--- config.mk ---
export PLATFORM = sky130hd
export DESIGN_NAME = hilo_muldiv_unit_flat
export DESIGN_NICKNAME = d
export VERILOG_FILES = /design/src/rtl/hilo_muldiv_unit_if.sv /design/src/rtl/hilo_muldiv_unit.sv /design/src/flat_wrapper.sv
export SDC_FILE = /design/constraint.sdc
export NUM_CORES = 1
export LEC_CHECK = 0
export CAP_MARGIN = 25
export CORE_MARGIN = 4
export CORE_UTILIZATION = 52
export DETAILED_ROUTE_END_ITERATION = 16
export PLACE_DENSITY = 0.73
export SYNTH_ARGS = -nofsm -noshare
export SYNTH_HDL_FRONTEND = slang
export SYNTH_SLANG_ARGS = --single-unit
--- constraint.sdc ---
create_clock -name clk -period 3.8 [get_ports clk]
set_input_delay 0.76 -clock clk [delete_from_list [all_inputs] [get_ports clk]]
set_output_delay 0.76 -clock clk [all_outputs]
set_load 0.03 [all_outputs]
--- src/rtl/hilo_muldiv_unit_if.sv ---
// Operation request / HI-LO result bundle between the CPU datapath and hilo_muldiv_unit.
// The CPU drives the master side; the HI/LO unit implements the slave side.
interface hilo_muldiv_unit_if #(
  parameter int WIDTH = 32
);
  logic             op_valid;
  logic [2:0]       op;
  logic [WIDTH-1:0] rs_data;
  logic [WIDTH-1:0] rt_data;
  logic             op_accept;
  logic             busy;
  logic             done;
  logic [WIDTH-1:0] hi;
  logic [WIDTH-1:0] lo;

  modport master (
    output op_valid, op, rs_data, rt_data,
    input  op_accept, busy, done, hi, lo
  );

  modport slave (
    input  op_valid, op, rs_data, rt_data,
    output op_accept, busy, done, hi, lo
  );
endinterface

--- src/rtl/hilo_muldiv_unit.sv ---
// HI/LO register file with an iterative shift-add multiplier and restoring divider.
// Optional macro HILO_FAST_MULT_EN makes MULT/MULTU single-cycle; DIV/DIVU stay iterative.
module hilo_muldiv_unit #(
  parameter int WIDTH = 32
) (
  input  logic               clk,
  input  logic               reset,
  input  logic               clk_enable,
  hilo_muldiv_unit_if.slave  bus
);
  localparam int CW = $clog2(WIDTH);

  localparam logic [2:0] OP_MULT  = 3'd1;
  localparam logic [2:0] OP_MULTU = 3'd2;
  localparam logic [2:0] OP_DIV   = 3'd3;
  localparam logic [2:0] OP_DIVU  = 3'd4;
  localparam logic [2:0] OP_MTHI  = 3'd5;
  localparam logic [2:0] OP_MTLO  = 3'd6;

  typedef enum logic [1:0] {IDLE, RUN, FIX} state_t;

  state_t             state_reg, state_next;
  logic [CW-1:0]      count_reg, count_next;
  logic [2*WIDTH-1:0] acc_reg, acc_next;
  logic [WIDTH-1:0]   opnd_reg, opnd_next;
  logic               is_div_reg, is_div_next;
  logic               neg_q_reg, neg_q_next;
  logic               neg_r_reg, neg_r_next;
  logic               div_zero_reg, div_zero_next;
  logic [WIDTH-1:0]   hi_reg, hi_next;
  logic [WIDTH-1:0]   lo_reg, lo_next;
  logic               done_reg, done_next;

  logic             busy;
  logic             accept;
  logic             signed_op;
  logic             rs_neg, rt_neg;
  logic [WIDTH-1:0] rs_mag, rt_mag;

  assign busy      = (state_reg != IDLE);
  assign accept    = bus.op_valid & clk_enable & ~busy & (bus.op != 3'd0) & (bus.op != 3'd7);
  assign signed_op = (bus.op == OP_MULT) || (bus.op == OP_DIV);
  assign rs_neg    = signed_op & bus.rs_data[WIDTH-1];
  assign rt_neg    = signed_op & bus.rt_data[WIDTH-1];
  assign rs_mag    = rs_neg ? -bus.rs_data : bus.rs_data;
  assign rt_mag    = rt_neg ? -bus.rt_data : bus.rt_data;

  // Multiply step: acc = {partial product, remaining multiplier bits}
  logic [WIDTH-1:0]   mul_addend;
  logic [WIDTH:0]     mul_sum;
  logic [2*WIDTH-1:0] mul_step;
  assign mul_addend = acc_reg[0] ? opnd_reg : '0;
  assign mul_sum    = {1'b0, acc_reg[2*WIDTH-1:WIDTH]} + {1'b0, mul_addend};
  assign mul_step   = {mul_sum, acc_reg[WIDTH-1:1]};

  // Divide step: acc = {partial remainder, dividend bits shifting into quotient}
  logic [WIDTH:0]     div_shift;
  logic [WIDTH:0]     div_diff;
  logic               div_ge;
  logic [2*WIDTH-1:0] div_step;
  assign div_shift = {acc_reg[2*WIDTH-1:WIDTH], acc_reg[WIDTH-1]};
  assign div_diff  = div_shift - {1'b0, opnd_reg};
  assign div_ge    = (div_shift >= {1'b0, opnd_reg});
  assign div_step  = div_ge ? {div_diff[WIDTH-1:0], acc_reg[WIDTH-2:0], 1'b1}
                            : {div_shift[WIDTH-1:0], acc_reg[WIDTH-2:0], 1'b0};

  // Sign correction; a zero divisor leaves the all-ones quotient untouched
  logic [2*WIDTH-1:0] prod_fix;
  logic [WIDTH-1:0]   quot_fix, rem_fix;
  assign prod_fix = neg_q_reg ? -acc_reg : acc_reg;
  assign quot_fix = (neg_q_reg & ~div_zero_reg) ? -acc_reg[WIDTH-1:0] : acc_reg[WIDTH-1:0];
  assign rem_fix  = neg_r_reg ? -acc_reg[2*WIDTH-1:WIDTH] : acc_reg[2*WIDTH-1:WIDTH];

`ifdef HILO_FAST_MULT_EN
  logic [2*WIDTH-1:0] fast_a, fast_b, fast_prod;
  assign fast_a    = {{WIDTH{rs_neg}}, bus.rs_data};
  assign fast_b    = {{WIDTH{rt_neg}}, bus.rt_data};
  assign fast_prod = fast_a * fast_b;
`endif

  always_comb begin
    state_next    = state_reg;
    count_next    = count_reg;
    acc_next      = acc_reg;
    opnd_next     = opnd_reg;
    is_div_next   = is_div_reg;
    neg_q_next    = neg_q_reg;
    neg_r_next    = neg_r_reg;
    div_zero_next = div_zero_reg;
    hi_next       = hi_reg;
    lo_next       = lo_reg;
    done_next     = 1'b0;

    case (state_reg)
      IDLE: begin
        if (accept) begin
          case (bus.op)
            OP_MTHI: hi_next = bus.rs_data;
            OP_MTLO: lo_next = bus.rs_data;
            OP_MULT, OP_MULTU: begin
`ifdef HILO_FAST_MULT_EN
              {hi_next, lo_next} = fast_prod;
              done_next          = 1'b1;
`else
              acc_next      = {{WIDTH{1'b0}}, rt_mag};
              opnd_next     = rs_mag;
              is_div_next   = 1'b0;
              neg_q_next    = rs_neg ^ rt_neg;
              neg_r_next    = 1'b0;
              div_zero_next = 1'b0;
              count_next    = '0;
              state_next    = RUN;
`endif
            end
            default: begin
              acc_next      = {{WIDTH{1'b0}}, rs_mag};
              opnd_next     = rt_mag;
              is_div_next   = 1'b1;
              neg_q_next    = rs_neg ^ rt_neg;
              neg_r_next    = rs_neg;
              div_zero_next = (bus.rt_data == '0);
              count_next    = '0;
              state_next    = RUN;
            end
          endcase
        end
      end
      RUN: begin
        acc_next   = is_div_reg ? div_step : mul_step;
        count_next = count_reg + 1'b1;
        if (count_reg == CW'(WIDTH-1))
          state_next = FIX;
      end
      FIX: begin
        if (is_div_reg) begin
          hi_next = rem_fix;
          lo_next = quot_fix;
        end else begin
          {hi_next, lo_next} = prod_fix;
        end
        done_next  = 1'b1;
        state_next = IDLE;
      end
      default: state_next = IDLE;
    endcase
  end

  always_ff @(posedge clk or negedge reset) begin
    if (!reset) begin
      state_reg    <= IDLE;
      count_reg    <= '0;
      acc_reg      <= '0;
      opnd_reg     <= '0;
      is_div_reg   <= 1'b0;
      neg_q_reg    <= 1'b0;
      neg_r_reg    <= 1'b0;
      div_zero_reg <= 1'b0;
      hi_reg       <= '0;
      lo_reg       <= '0;
      done_reg     <= 1'b0;
    end else if (clk_enable) begin
      state_reg    <= state_next;
      count_reg    <= count_next;
      acc_reg      <= acc_next;
      opnd_reg     <= opnd_next;
      is_div_reg   <= is_div_next;
      neg_q_reg    <= neg_q_next;
      neg_r_reg    <= neg_r_next;
      div_zero_reg <= div_zero_next;
      hi_reg       <= hi_next;
      lo_reg       <= lo_next;
      done_reg     <= done_next;
    end
  end

  assign bus.op_accept = accept;
  assign bus.busy      = busy;
  assign bus.done      = done_reg;
  assign bus.hi        = hi_reg;
  assign bus.lo        = lo_reg;
endmodule
--- src/flat_wrapper.sv ---
// flat-port wrapper written by rule: the top's interface ports become plain ports
module hilo_muldiv_unit_flat 
#(
  parameter int WIDTH = 32
)
  (clk, reset, clk_enable, bus_op_valid, bus_op, bus_rs_data, bus_rt_data, bus_op_accept, bus_busy, bus_done, bus_hi, bus_lo);
  hilo_muldiv_unit_if #(.WIDTH(WIDTH)) bus_i ();
  input  logic clk;
  input  logic reset;
  input  logic clk_enable;
  input wire logic [$bits(bus_i.op_valid)-1:0] bus_op_valid;
  input wire logic [$bits(bus_i.op)-1:0] bus_op;
  input wire logic [$bits(bus_i.rs_data)-1:0] bus_rs_data;
  input wire logic [$bits(bus_i.rt_data)-1:0] bus_rt_data;
  output wire logic [$bits(bus_i.op_accept)-1:0] bus_op_accept;
  output wire logic [$bits(bus_i.busy)-1:0] bus_busy;
  output wire logic [$bits(bus_i.done)-1:0] bus_done;
  output wire logic [$bits(bus_i.hi)-1:0] bus_hi;
  output wire logic [$bits(bus_i.lo)-1:0] bus_lo;
  assign bus_i.op_valid = bus_op_valid;
  assign bus_i.op = bus_op;
  assign bus_i.rs_data = bus_rs_data;
  assign bus_i.rt_data = bus_rt_data;
  assign bus_op_accept = bus_i.op_accept;
  assign bus_busy = bus_i.busy;
  assign bus_done = bus_i.done;
  assign bus_hi = bus_i.hi;
  assign bus_lo = bus_i.lo;
  hilo_muldiv_unit #(.WIDTH(WIDTH)) u_core (.clk(clk), .reset(reset), .clk_enable(clk_enable), .bus(bus_i));
endmodule
==> results of run 1 <==
[how the worst max path moves through the flow]
stage | start | to | slack, ns
after global placement | bus_rt_data[0] | u_core.acc_reg[28] | 0.15
after detailed placement | bus_rt_data[0] | u_core.acc_reg[28] | 0.15
after floorplan | u_core.acc_reg[0] | u_core.acc_reg[63] | 0.70
final | clk_enable | bus_op_accept | 0.39
after CTS | u_core.acc_reg[31] | u_core.acc_reg[62] | 0.40
after global routing | u_core.acc_reg[31] | u_core.acc_reg[62] | 0.17
[cells in the final DEF, fill, tap and decap left out, drive strengths merged, types with 16 or more instances in the layout]
master	count
a211oi	16
a21o	24
a21oi	188
a22oi	42
a31oi	18
and2	24
and3	26
buf	111
clkbuf	18
clkdlybuf4s50	136
dfrtp	172
ha	70
inv	74
mux2	16
mux2i	37
nand2	201
nand2b	17
nand3	35
nor2	212
nor3	38
nor4	24
o21ai	204
o31ai	26
or3	16
xnor2	94
xor2	77
[kinds of logic after synthesis]
kind of cell / share of synthesized area, %
AND/OR/NAND/NOR: 20.7
flip-flops: 28.4
buffers and inverters: 5.11
AO/OA/AOI/OAI: 26.2
XOR/XNOR: 9.89
multiplexers: 3.64
adder cells (fa/ha/maj): 6.05
[power breakdown]
group	switching (uW)	leakage, uW	internal [uW]
clock network	874	0.000313	1120
registers	864	0.00217	2510
logic	5430	0.00541	3790
total	7170	0.00789	7420
[through the flow]
step                area [sq um]  cells  util (%)
CTS                        18000   2481      62.7
finish                     18000   2481      62.7
floorplan                  15100   1928         -
global placement           17400   2449      60.5
detailed placement         17400   2449      60.5
global route               18000   2481      62.7
[cell type report]
cell class,instances,area share (%)
clock buffers,18,2.38
clock inverters,14,1.14
inverters,68,1.42
multi-input cells,1578,56.0
flip-flops and latches,172,23.9
well taps,384,2.67
repair buffers,247,12.5
[worst max-delay path, delay by kind of cell]
family / cells / cell delay [ns]
buffers and inverters: 3 / 1.27
and+or+nand+nor: 3 / 0.63
[routing by layer]
layer / wire length, um / vias up / GRT usage (%)
met1: 24500 / 7543 / 50.0
met2: 24400 / 861 / 52.3
met5: 0 / - / 0
met4: 2380 / 0 / 14.2
li1: - / 7229 / -
met3: 5990 / 101 / 8.08
==> run summary, run 1 <==
The flow ran to the end, and the final reports show no timing, DRC or antenna violations. The clock latency of the later-clocked register in the worst-skew pair is roughly 0.45 ns. The worst-case clock skew came out at 0.0157 ns.

The CTS tree is done. The post-layout total power is between 10,000 and 15,000 uW. STA classifies the critical path endpoint as a primary output.

The slowest cell on the critical path is sky130_fd_sc_hd__clkdlybuf4s50_1. The critical path goes through clkdlybuf4s50_1 -> nor2b_1 -> and3_1 -> nand3_1 -> inv_1 -> clkdlybuf4s50_1. The startpoint kind of the worst setup timing path is an input pin. The buffer cell driving the clock tree root is sky130_fd_sc_hd__clkbuf_16. By startpoint and endpoint, the worst setup path is classified as input pin to primary output. The number of ports placed on the die boundary came out at 138. The total setup violations reported at the end of the flow came out at 0. The aggregate global routing overflow is 0. At the end of the flow, the number of nets in the layout was roughly 2,200. Summed over all instances, the cell type with the most area after synthesis is sky130_fd_sc_hd__dfrtp_1. The area enclosed by the die boundary came out at 31,900 sq um.

The post-route DRC violation count is 0. The number of vias per cell after detailed routing is 6.34. The final wirelength came out at 57,300 um. The final hold slack is 0.289 ns. The maximum clock frequency is 293 MHz. The largest buffer count on any clock path is 2. The number of register bits inferred by synthesis came out at 172. After synthesis, the most frequently instantiated cells are sky130_fd_sc_hd__nor2_1, sky130_fd_sc_hd__nand2_1, sky130_fd_sc_hd__o21ai_0. The stage delay of the slowest cell on the critical path is 0.68 ns. The half-perimeter wire length of the detailed placement result came out at roughly 45,000 um. The reg2reg setup slack came out at 0.39 ns. The async set-reset flop share out of synthesis came out at 100%.

The area of the core region came out at between 20,000 and 30,000 sq um. The number of flip-flops under the largest register name is 64. The relative slew slack came out at 43.7%. The area taken by multi-input logic gates came out at 10,100 sq um.

By instance count, the cell type seen most on the critical path is sky130_fd_sc_hd__clkdlybuf4s50_1. In this run, CTS created clock tree buffers numbering 17. Detailed routing inserted a total of 15,700 vias. The total number of placement rows is 62.

The worst-case setup slack after placement came out at between 0.15 and 0.2 ns. The clock sink count came out at 172. The number of buffers inserted by post-CTS setup repair came out at 0. The number of fillers in the final layout came out at 2,625. The final critical-path required period came out at 3.41 ns. Setup repair after global routing left no endpoint under its margin. The final critical path takes up roughly 90% of the cycle. The endpoint identified for the worst register-to-register timing path is u_core.acc_reg[58].

At the worst endpoint, the required time is 3.04 ns. The clock-pin slew on the worst setup and hold paths came out at 0.06 ns. In this run the worst hold path is classified as input pin to asynchronous set/reset pin. The iteration-0 DRC count of the detailed router came out at between 1,500 and 2,000. The first detailed-routing pass ran for 6 iterations. The length in cells of the worst reg-to-reg path is 13. The area share of the leading cell type in the synthesized netlist is 28.4%. The chip height came out at 179 um.

The cell area after synthesis is 15,100 sq um. Among all flip-flop cells after synthesis, the most frequent one is sky130_fd_sc_hd__dfrtp_1. The via count of the first global-routing pass is 14,900.

The width of the die came out at 179 um. The number of antenna violations at the first check in global routing is 0. sky130_fd_sc_hd__nor2_1 is the most common cell in the netlist.

The hold violation total from the final report is 0. The synthesized netlist cell count came out at 1,928. The remaining antenna violation count after routing is 0. The synthesis-to-layout area growth came out at 19.0%. The worst supply voltage drop on vdd is 0.393 mV. The number of hold-repair buffers added at the cts stage is 0. By area the synthesized netlist is led by sky130_fd_sc_hd__dfrtp_1, sky130_fd_sc_hd__o21ai_0, sky130_fd_sc_hd__a21oi_1.

The number of violations of the max-capacitance limit came out at 0. Synthesis instantiated 94 different standard cells from the library. The sequential cell area in the final layout came out at 4310 sq um.

The count of pins over their slew limit came out at 0. The number of nets in the synthesized netlist came out at 2,071. In this run the mean area of a mapped cell was 7.85 sq um.

The transition time at the pin with the least slew margin is 0.834 ns. In the final layout, the share of cells above drive strength 1 is 9.73%. The number of antenna diodes in the final layout is 0.

The largest net degree at the start of global routing came out at 81. The number of gates resized after CTS was 0. The final setup slack of the worst path is 0.386 ns.

The critical-path maximum fanout came out at 3. After detailed routing, the average wire length per cell comes to between 20 and 25 um. The count of port buffers added during placement is 137. The starting density of the core came out at 52.7%. The power density over cell area came out at 810 nW/um^2.

The final RePlAce weighted congestion came out at 0.991. STA puts the critical path data arrival time at 2.65 ns. In this run the static leakage power is 0.00789 uW.

The global-route wire length before repair is 86,500 um. The final sum of negative setup slack came out at 0 ns. The clock tree synthesis step divided the H-tree into 4 levels. The post-synthesis sequential area ratio came out at 28.4%.

The critical register-to-register path startpoint is u_core.acc_reg[31]. The warning count from the yosys run is 0. The global-route usage over all layers is between 30 and 40%. In this run, synthesis inferred 0 flip-flops with an integrated enable.
(Power assumes the default switching activity.)
==> run 2, diff against run 1 <==
Settings changed: HOLD_SLACK_MARGIN from default to 0.05.
==> results of run 2 <==
No change in the layout: final DEF, timing and power equal those of run 1.
